<file path="config.mk">
export PLATFORM = sky130hd
export DESIGN_NAME = mem_arbiter
export DESIGN_NICKNAME = d
export VERILOG_FILES = /design/src/rtl/mem_arbiter_pkg.sv /design/src/rtl/mem_arbiter.sv
export SDC_FILE = /design/constraint.sdc
export NUM_CORES = 1
export LEC_CHECK = 0
export CAP_MARGIN = 20
export CORE_MARGIN = 2
export CORE_UTILIZATION = 36
export DETAILED_ROUTE_END_ITERATION = 6
export GPL_TIMING_DRIVEN = 1
export PLACE_DENSITY = 0.81
export RECOVER_POWER = 50
export REMOVE_ABC_BUFFERS = 1
export SLEW_MARGIN = 15
export SYNTH_ARGS = -nofsm -noshare
export SYNTH_HDL_FRONTEND = slang
export SYNTH_SLANG_ARGS = --single-unit
export TNS_END_PERCENT = 5
</file>
<file path="constraint.sdc">
create_clock -name clk -period 1.65 [get_ports clk]
set_input_delay 0.33 -clock clk [delete_from_list [all_inputs] [get_ports clk]]
set_output_delay 0.33 -clock clk [all_outputs]
set_load 0.01 [all_outputs]
</file>
<file path="src/rtl/mem_arbiter_pkg.sv">
// Shared types for the lc3b unified-memory arbiter.
package mem_arbiter_pkg;

  typedef logic [15:0] lc3b_word;

  typedef enum logic [1:0] {
    ARB_IDLE,
    ARB_I,
    ARB_D
  } lc3b_arb_state_t;

endpackage

</file>
<file path="src/rtl/mem_arbiter.sv">
// Arbitrates the lc3b fetch port (A) and data port (B) onto one memory port.
// B has priority; a streak counter forces an A grant after STARVE_LIMIT B wins.
module mem_arbiter
  import mem_arbiter_pkg::*;
#(
  parameter int unsigned STARVE_LIMIT = 4
) (
  input  logic        clk,
  input  logic        rst,
  input  logic        read_a,
  input  logic [15:0] address_a,
  output logic        resp_a,
  output logic [15:0] rdata_a,
  input  logic        read_b,
  input  logic        write_b,
  input  logic [1:0]  wmask_b,
  input  logic [15:0] address_b,
  input  logic [15:0] wdata_b,
  output logic        resp_b,
  output logic [15:0] rdata_b,
  output logic        mem_read,
  output logic        mem_write,
  output logic [1:0]  mem_wmask,
  output logic [15:0] mem_address,
  output logic [15:0] mem_wdata,
  input  logic        mem_resp,
  input  logic [15:0] mem_rdata
);

  localparam int unsigned STREAK_W = $clog2(STARVE_LIMIT + 1);
  localparam logic [STREAK_W-1:0] STREAK_MAX = STREAK_W'(STARVE_LIMIT);

  lc3b_arb_state_t     r_state;
  logic [STREAK_W-1:0] r_d_streak;
  logic                r_mem_read;
  logic                r_mem_write;
  logic [1:0]          r_mem_wmask;
  lc3b_word            r_mem_address;
  lc3b_word            r_mem_wdata;

  logic w_b_req;
  logic w_starving;

  assign w_b_req    = read_b | write_b;
  assign w_starving = read_a & (r_d_streak == STREAK_MAX);

  always_ff @(posedge clk) begin
    if (rst) begin
      r_state       <= ARB_IDLE;
      r_d_streak    <= '0;
      r_mem_read    <= 1'b0;
      r_mem_write   <= 1'b0;
      r_mem_wmask   <= '0;
      r_mem_address <= '0;
      r_mem_wdata   <= '0;
    end else begin
      case (r_state)
        ARB_IDLE: begin
          if (!read_a) begin
            r_d_streak <= '0;
          end
          if (w_b_req && !w_starving) begin
            r_state       <= ARB_D;
            r_mem_write   <= write_b;
            r_mem_read    <= read_b & ~write_b;
            r_mem_wmask   <= wmask_b;
            r_mem_address <= address_b;
            r_mem_wdata   <= wdata_b;
            // streak only counts B wins that made a waiting fetch wait longer
            if (read_a && (r_d_streak != STREAK_MAX)) begin
              r_d_streak <= r_d_streak + STREAK_W'(1);
            end
          end else if (read_a) begin
            r_state       <= ARB_I;
            r_mem_read    <= 1'b1;
            r_mem_write   <= 1'b0;
            r_mem_wmask   <= '0;
            r_mem_address <= address_a;
            r_mem_wdata   <= '0;
            r_d_streak    <= '0;
          end
        end
        ARB_I, ARB_D: begin
          if (mem_resp) begin
            r_state     <= ARB_IDLE;
            r_mem_read  <= 1'b0;
            r_mem_write <= 1'b0;
            r_mem_wmask <= '0;
          end
        end
        default: r_state <= ARB_IDLE;
      endcase
    end
  end

  assign mem_read    = r_mem_read;
  assign mem_write   = r_mem_write;
  assign mem_wmask   = r_mem_wmask;
  assign mem_address = r_mem_address;
  assign mem_wdata   = r_mem_wdata;

  assign resp_a  = mem_resp & (r_state == ARB_I);
  assign resp_b  = mem_resp & (r_state == ARB_D);
  assign rdata_a = mem_rdata;
  assign rdata_b = mem_rdata;

endmodule

</file>
### After elaboration in Yosys (flattened, before gate mapping)

Cells that the tools add are included.

* bits in registers: 41
* output and inout port bits: 70
* input bits: 72
* word-level logic and storage cells: 52

* eq/ne operators: 6
* mux-type cells: 22
* reduce and logical (&&, ||, !) cells: 10
* add/subtract/negate cells: 1
* bitwise logic cells: 6

Operators with widths (number)
* $mux 16: 4
* $mux 3: 4
* $mux 2: 5
* $pmux 2 s2: 2
* $ne 3x3->1 const B: 2
* $mux 1: 5
* $and 1x1->1: 4
* $pmux 1 s2: 2
* $reduce_and 2->1: 2
* $reduce_bool 2->1: 2
* $add 3x1->3 const B: 1
* $eq 3x3->1 const B: 1
* $reduce_and 3->1: 1
* $eq 2x1->1 const B: 1
* $eq 2x2->1 const B: 1
* $logic_and 1x1->1: 2
* $logic_not 2->1: 1
* $ne 2x2->1 const B: 1
* $reduce_or 2->1: 1
* $logic_not 1->1: 1
* $not 1->1: 1
* $or 1x1->1: 1

### Logic depth before layout (Yosys ltp)

Gate-level depths: netlist (run 1).

* depth in word-level cells: 6
* mapped depth: 7

### Worst setup path after synthesis (run 1)

Ideal clock, no wire load.

* path kind: register to register
* start: register r_state[0]
* end: register r_mem_write (netlist: mem_write)
* setup slack: 0.125 ns
* cell stages (with the launch flop): 7
* required time: 1.518 ns
* clock period less this slack: 1.525 ns
* data arrival time: 1.393 ns
* path through: dfxtp_1 > inv_1 > ha_1 > clkbuf_1 > mux2_2 > nand4b_1 > a21oi_1

* longest elaborated chain between the ends: 4
* elaborated cells between the ends (all ways): 9
* classes of those cells: 4 x eq/ne; 1 x mux; 4 x reduce/logical

Ends and longest elaborated chain
* start: declaration: line mem_arbiter.sv:33 `lc3b_arb_state_t r_state;`
* start signal: assignment: line mem_arbiter.sv:49 `r_state <= ARB_IDLE;`
* start signal: assignment: line mem_arbiter.sv:63 `r_state <= ARB_D;`
* start signal: assignment: line mem_arbiter.sv:74 `r_state <= ARB_I;`
* $eq 2x1->1 / $eq 2x2->1 (equally long branches): line mem_arbiter.sv:57 `case (r_state)`
* $reduce_or 2->1: line mem_arbiter.sv:57
* $ne 2x2->1 (no line) / $reduce_bool 2->1 (equally long branches)
* $reduce_and 3->1 (no line)
* end signal: assignment: line mem_arbiter.sv:64 `r_mem_write <= write_b;`
* end: declaration: line mem_arbiter.sv:36 `logic r_mem_write;`

Parallel ways exist; a longest one is shown, timed or not.
A chain may end at the register's enable or synchronous reset.

### Worst setup path in the final report (run 1)

* start: register r_d_streak[0]
* end: register r_d_streak[2]

* longest elaborated chain between the ends: 5
* elaborated cells between the ends (all ways): 9
* classes of those cells: 1 x add/sub; 2 x eq/ne; 2 x mux; 1 x bitwise; 3 x reduce/logical

Ends and longest elaborated chain
* start: declaration: line mem_arbiter.sv:34 `logic [STREAK_W-1:0] r_d_streak;`
* start signal: assignment: line mem_arbiter.sv:71 `r_d_streak <= r_d_streak + STREAK_W'(1);`
* branches (longest 4 deep; another with $add 3x1->3)
* $mux 3 *: line mem_arbiter.sv:62 `if (w_b_req && !w_starving) begin`

Mark *: on every way between the ends.

==> results.sh, run 1 <==
export IMPL_cts_root_buf="clkbuf_8"
export IMPL_syn2layout_area_growth_pct=48.0
export IMPL_grt_pass1_wl_mm=10.4
export IMPL_pin_count=142
export IMPL_grt_ovfl_total=0
export IMPL_placement_rows=27
export IMPL_switching_share=0.278
export IMPL_final_setup_worst_slack_ns=0.0637
export IMPL_startpoint_type="flip-flop"
export IMPL_arrival_ns=1.80
export IMPL_layout_min_cycle_time_ns=1.59
export IMPL_io_buffers=93
export IMPL_die_w_um=80.3
export IMPL_run_status="completed"
export IMPL_nets=393
export IMPL_tightest_slew_ns=0.290
export IMPL_start_util=0.376
export IMPL_synth_most_common_cell="dfxtp_1"
export IMPL_cts_hold_fix_buffers=0
export IMPL_syn_cell_area_um2=2100
export IMPL_finalCritPeriodShare=0.961
export IMPL_cp_startpoint="r_d_streak[0]$_SDFFE_PP0N_"
export IMPL_synthCells=247
export IMPL_synth_common_cells="dfxtp_1, buf_4, nor2_1"
export IMPL_htree_num_levels=2
export IMPL_hp_start="mem_address[14]$_SDFFE_PP0P_"
export IMPL_cts_buffers=5
export IMPL_yosys_warnings=0
export IMPL_p_int_mw=1.88
export IMPL_drive_gt1_frac=0.114
export IMPL_fin_util=0.557
export IMPL_slew_violations=0
export IMPL_max_slew_margin=0.801
export IMPL_place_ws_ns=-0.171
export IMPL_p_clk_frac=0.253
export IMPL_async_reset_ff_frac=0
export IMPL_grt_pass1_vias=2230
export IMPL_tns_ns=0
export IMPL_grt_start_max_net_pins=32
export IMPL_switchingPower_mw=0.723
export IMPL_yosysSeqAreaShare=0.391
export IMPL_vias_per_cell=5.47
export IMPL_core_area_um2=5570
export IMPL_clockBufferDepth=2
export IMPL_die_h_um=80.3
export IMPL_p_leak_nw=1.16
export IMPL_seqPwrFrac=0.437
export IMPL_drc_errors=0
export IMPL_r2r_cells=5
export IMPL_cp_required_ns=1.86
export IMPL_hold_class="reg -> reg"
export IMPL_synth_edf_count=0
export IMPL_synth_largest_area_cell="dfxtp_1"
export IMPL_p_comb_frac=0.310
export IMPL_synth_top_cell_area_share=0.391
export IMPL_drtIter0Drc=86
export IMPL_reg2reg_from="r_d_streak[0]$_SDFFE_PP0N_"
export IMPL_ir_worst_vdd_mv=0.540
export IMPL_cp_max_fo=4
export IMPL_antenna_found_initial=0
export IMPL_synth_main_ff_cell="dfxtp_1"
export IMPL_cts_tree="yes"
export IMPL_ant_nets=0
export IMPL_min_path_cells=2
export IMPL_path_class="reg -> reg"
export IMPL_firstDrtPassIters=4
export IMPL_crit_path_end_kind="flip-flop"
export IMPL_avgSynthCellArea_um2=8.49
export IMPL_wirelength_mm=6.55
export IMPL_clk_latency_ns=0.28
export IMPL_vias=2121
export IMPL_powerDensity_nw_per_um2=838
export IMPL_hpwlAfterDp_mm=4.72
export IMPL_ys_top_cells_by_area="dfxtp_1, buf_4, a32oi_1"
export IMPL_antenna_diode_count=0
export IMPL_skew_ns=0.00434
export IMPL_synthDistinctLibCells=34
export IMPL_maxCapViolCount=0
export IMPL_hold_violations=0
export IMPL_timing_fmax_mhz=630
export IMPL_path_clk_slew_ns=0.08
export IMPL_ys_ff_latch=41
export IMPL_grt_total_usage=0.207
export IMPL_die_area_um2=6450
export IMPL_wl_per_cell_um=16.9
export IMPL_cts_num_sinks=41
export IMPL_gp_congestion=0.865
export IMPL_setup_viol=0
## cells by family after synthesis
kind of cell / synth area share
compound gates: 0.208
fa+ha+maj: 0.0298
buf+inv: 0.168
flops: 0.391
mux: 0.0101
simple gates: 0.193
## cells in the final DEF (no fill, tap or decap), drive strengths merged, types with 2 or more instances in the layout
cell and count:
clkdlybuf4s50 83, dfxtp 41, nor2 27, buf 21, nand3 17, a32oi 16, o21ai 15, nand4 12
a311oi 9, nand2 8, a31oi 8, dlygate4sd3 8, clkbuf 8, a21oi 7, inv 5, ha 5
nor2b 4, nand2b 3, and2 2
## stage by stage
step / instance area, um2 / total power, mW / cells / hold slack (ns)
after floorplan: 1760 / 1.46 / 194 / 0.399
after global placement: 3010 / 1.95 / 381 / 0.455
after detailed placement: 3010 / 1.97 / 381 / 0.461
after CTS: 3090 / 2.64 / 388 / 0.472
after global routing: 3100 / 2.75 / 388 / 0.499
final: 3100 / 2.60 / 388 / 0.466
## power groups by stage
stage               logic (mW)  registers [mW]  clock network (mW)
floorplan                0.266            1.20                   0
global placement         0.799            1.15                   0
detailed placement       0.815            1.16                   0
CTS                      0.818            1.14               0.685
global route             0.877            1.15               0.728
finish                   0.807            1.14               0.659
## sequential cells by signal, indices dropped and copies added (netlist names)
register / count
r_d_streak: 3
mem_address: 16
mem_wdata: 16
mem_wmask: 2
mem_write: 1
mem_read: 1
r_state: 2
## critical path, cell delays in order, from the launching register on
cell and delay, ns:
dfxtp_1 0.38, inv_1 0.06, ha_1 0.24, o2bb2ai_1 0.17, or4b_1 0.52, a31oi_1 0.15
## metal layers
layer,global-route usage,vias to the layer above,routed length (um)
met5,0.0273,-,0
met3,0.109,11,846
met2,0.317,124,2790
met4,0.0661,0,134
li1,-,1004,-
met1,0.247,982,2770
## final cells by class
class,count,area [um2]
multi-input cells,148,941
repair buffers,115,1140
clock buffers,7,86.3
inverters,5,18.8
fillers,521,2470
well taps,72,90.1
flip-flops and latches,41,823
## path summary, 6_finish.rpt
kind | to | slack [ns]
setup / recovery | r_d_streak[2]$_SDFFE_PP0N_ | 0.06
hold / removal | mem_address[14]$_SDFFE_PP0P_ | 0.47
setup reg to reg | r_d_streak[2]$_SDFFE_PP0N_ | 0.06
hold reg to reg | mem_address[14]$_SDFFE_PP0P_ | 0.47
## timing repair
action                                  CTS  global route
resized for setup                         3             5
endpoints found under the setup margin    2            22
setup buffers                             0             0
pin swaps                                 0             0
hold endpoints to repair                  0             0
(Power assumes the default switching activity.)
==> inputs of run 2 (changes only) <==
==> constraint.sdc (replaced) <==
create_clock -name clk -period 1.65 [get_ports clk]
set_input_delay 0.165 -clock clk [delete_from_list [all_inputs] [get_ports clk]]
set_output_delay 0.165 -clock clk [all_outputs]
set_load 0.01 [all_outputs]
==> run 2 against run 1 <==
Net effect: die area unchanged; combinational power fell by 2%; via count shrank 0.75%; critical path type unchanged.
==> results.sh, run 2 (synthesis results as in run 1) <==
export IMPL_run_status="completed"
export IMPL_hold_class="in -> out"
export IMPL_critPathTopFamily="simple AND/OR/NAND/NOR gates"
export IMPL_grt_pass1_vias=2071
export IMPL_nets=390
export IMPL_placement_rows=27
export IMPL_final_area_um2=3070
export IMPL_reg2reg_from="r_d_streak[0]$_SDFFE_PP0N_"
export IMPL_ant_nets=0
export IMPL_tns_ns=0
export IMPL_path_clk_slew_ns=0.07
export IMPL_die_h_um=80.3
export IMPL_layout_min_cycle_time_ns=1.54
export IMPL_grt_use_met1=0.249
export IMPL_layout_common_cells="clkdlybuf4s50_1, dfxtp_1, nor2_1, dlygate4sd3_1, nand3_1"
export IMPL_maxCapViolCount=0
export IMPL_grt_start_max_net_pins=37
export IMPL_grt_total_usage=0.200
export IMPL_arrival_ns=1.76
export IMPL_cp_slowest_cell="or4b_1"
export IMPL_p_leak_nw=1.19
export IMPL_critical_path_max_stage_delay_ns=0.51
export IMPL_syn2layout_area_growth_pct=46.5
export IMPL_clk_latency_ns=0.29
export IMPL_die_area_um2=6450
export IMPL_max_slew_margin=0.802
export IMPL_tightest_slew_ns=0.289
export IMPL_pin_count=142
export IMPL_timing_fmax_mhz=650
export IMPL_finalCritPeriodShare=0.933
export IMPL_reg2reg_slack_ns=0.11
export IMPL_rsz0062_at_grt="false"
export IMPL_drive_gt1_frac=0.0994
export IMPL_power_total_mw=2.52
export IMPL_layout_commonest_cell="clkdlybuf4s50_1"
export IMPL_htree_num_levels=2
export IMPL_startpoint_type="flip-flop"
export IMPL_cts_root_buf="clkbuf_8"
export IMPL_skew_ns=0.00373
export IMPL_grt_pass1_wl_mm=10.1
export IMPL_wl_per_cell_um=16.5
export IMPL_io_buffers=93
export IMPL_die_w_um=80.3
export IMPL_grt_ovfl_total=0
export IMPL_fin_util=0.551
export IMPL_placedInstanceArea_um2=3000
export IMPL_switchingPower_mw=0.716
export IMPL_p_comb_frac=0.313
export IMPL_ir_worst_vdd_mv=0.486
export IMPL_cp_max_fo=4
export IMPL_firstDrtPassIters=4
export IMPL_cts_num_sinks=41
export IMPL_cp_required_ns=1.87
export IMPL_p_clk_frac=0.238
export IMPL_post_cts_setup_buffers=0
export IMPL_drc_errors=0
export IMPL_vias=2105
export IMPL_p_int_mw=1.81
export IMPL_gp_congestion=0.765
export IMPL_core_area_um2=5570
export IMPL_path_buf_inv=1
export IMPL_hpwlAfterDp_mm=4.62
export IMPL_setup_viol=0
export IMPL_busiest_layer="met2"
export IMPL_hold_violations=0
export IMPL_powerDensity_nw_per_um2=821
export IMPL_reg2reg_to="r_d_streak[2]$_SDFFE_PP0N_"
export IMPL_antenna_found_initial=0
export IMPL_gr_usage_met3=0.106
export IMPL_antenna_diode_count=0
export IMPL_drtIter0Drc=76
export IMPL_cp_startpoint="r_d_streak[0]$_SDFFE_PP0N_"
export IMPL_start_util=0.376
export IMPL_worstSetupPathDepth=5
export IMPL_cts_buffers=5
export IMPL_switching_share=0.284
export IMPL_grtUsageMet2=0.297
export IMPL_path_class="reg -> reg"
export IMPL_clockBufferDepth=2
export IMPL_seqPwrFrac=0.449
export IMPL_whs_ns=0.330
export IMPL_crit_end="r_d_streak[2]$_SDFFE_PP0N_"
export IMPL_slew_violations=0
export IMPL_path_cells="inv_1 > ha_1 > o2bb2ai_1 > or4b_1 > a31oi_1"
export IMPL_r2r_cells=5
export IMPL_vias_per_cell=5.48
export IMPL_crit_path_end_kind="flip-flop"
export IMPL_cts_tree="yes"
export IMPL_wirelength_mm=6.35
-- run 2: timing repair --
action,in CTS,in global routing
endpoints found under the setup margin,2,24
resized for setup,2,1
hold buffers,0,0
endpoints found under the hold margin,0,0
-- run 2: layout make-up --
class	instances	area [um2]
multi-input combinational	148	936
sequential	41	821
inverter	5	18.8
clock inverter	1	5.00
tap	72	90.1
clock buffer	5	68.8
timing repair buffer	112	1130
fill	522	2500
-- run 2: worst reg2reg max path, stage by stage, from the launching register on --
cell	delay, ns
dfxtp_1	0.38
inv_1	0.06
ha_1	0.23
o2bb2ai_1	0.17
or4b_1	0.51
a31oi_1	0.13
-- run 2: per-stage QoR --
| step | worst slack, ns | instances |
|---|---|---|
| detailed placement | -0.0338 | 378 |
| finish | 0.111 | 384 |
| floorplan | -0.191 | 194 |
| CTS | 0.0168 | 384 |
| global route | 0.00315 | 384 |
| global placement | 0.0662 | 378 |
-- run 2: per-layer routing --
metal	share of wire	wire, um
met3	0.13	805
met5	0	0
met1	0.44	2760
met2	0.43	2710
met4	0.011	73
-- run 2: how the worst min path moves through the flow --
stage / from / slack [ns] / cells past startpoint / to
2_1_floorplan: rst / 0.23 / 1 / mem_read$_SDFFE_PP0P_
3_3_place_gp: mem_rdata[0] / 0.33 / 0 / rdata_a[0]
3_5_place_dp: mem_rdata[0] / 0.33 / 0 / rdata_a[0]
4_1_cts: mem_rdata[0] / 0.33 / 0 / rdata_a[0]
5_1_grt: mem_rdata[0] / 0.33 / 0 / rdata_a[0]
6_report: mem_rdata[0] / 0.33 / 0 / rdata_a[0]
-- run 2: power groups by stage --
stage	clock (mW)	combinational, mW	sequential (mW)
after CTS	0.617	0.812	1.14
after floorplan	0	0.266	1.20
final	0.601	0.789	1.13
after global routing	0.655	0.862	1.15
after global placement	0	0.790	1.15
after detailed placement	0	0.809	1.16
==> inputs of run 3 (changes only) <==
--- a/config.mk
+++ b/config.mk
@@ -10,6 +10,7 @@
 export CORE_UTILIZATION = 36
 export DETAILED_ROUTE_END_ITERATION = 6
 export GPL_TIMING_DRIVEN = 1
+export HOLD_SLACK_MARGIN = 0.06
 export PLACE_DENSITY = 0.81
 export RECOVER_POWER = 50
 export REMOVE_ABC_BUFFERS = 1
==> results of run 3 <==
Same layout as run 2: the final DEF is identical, and so are final timing and power.
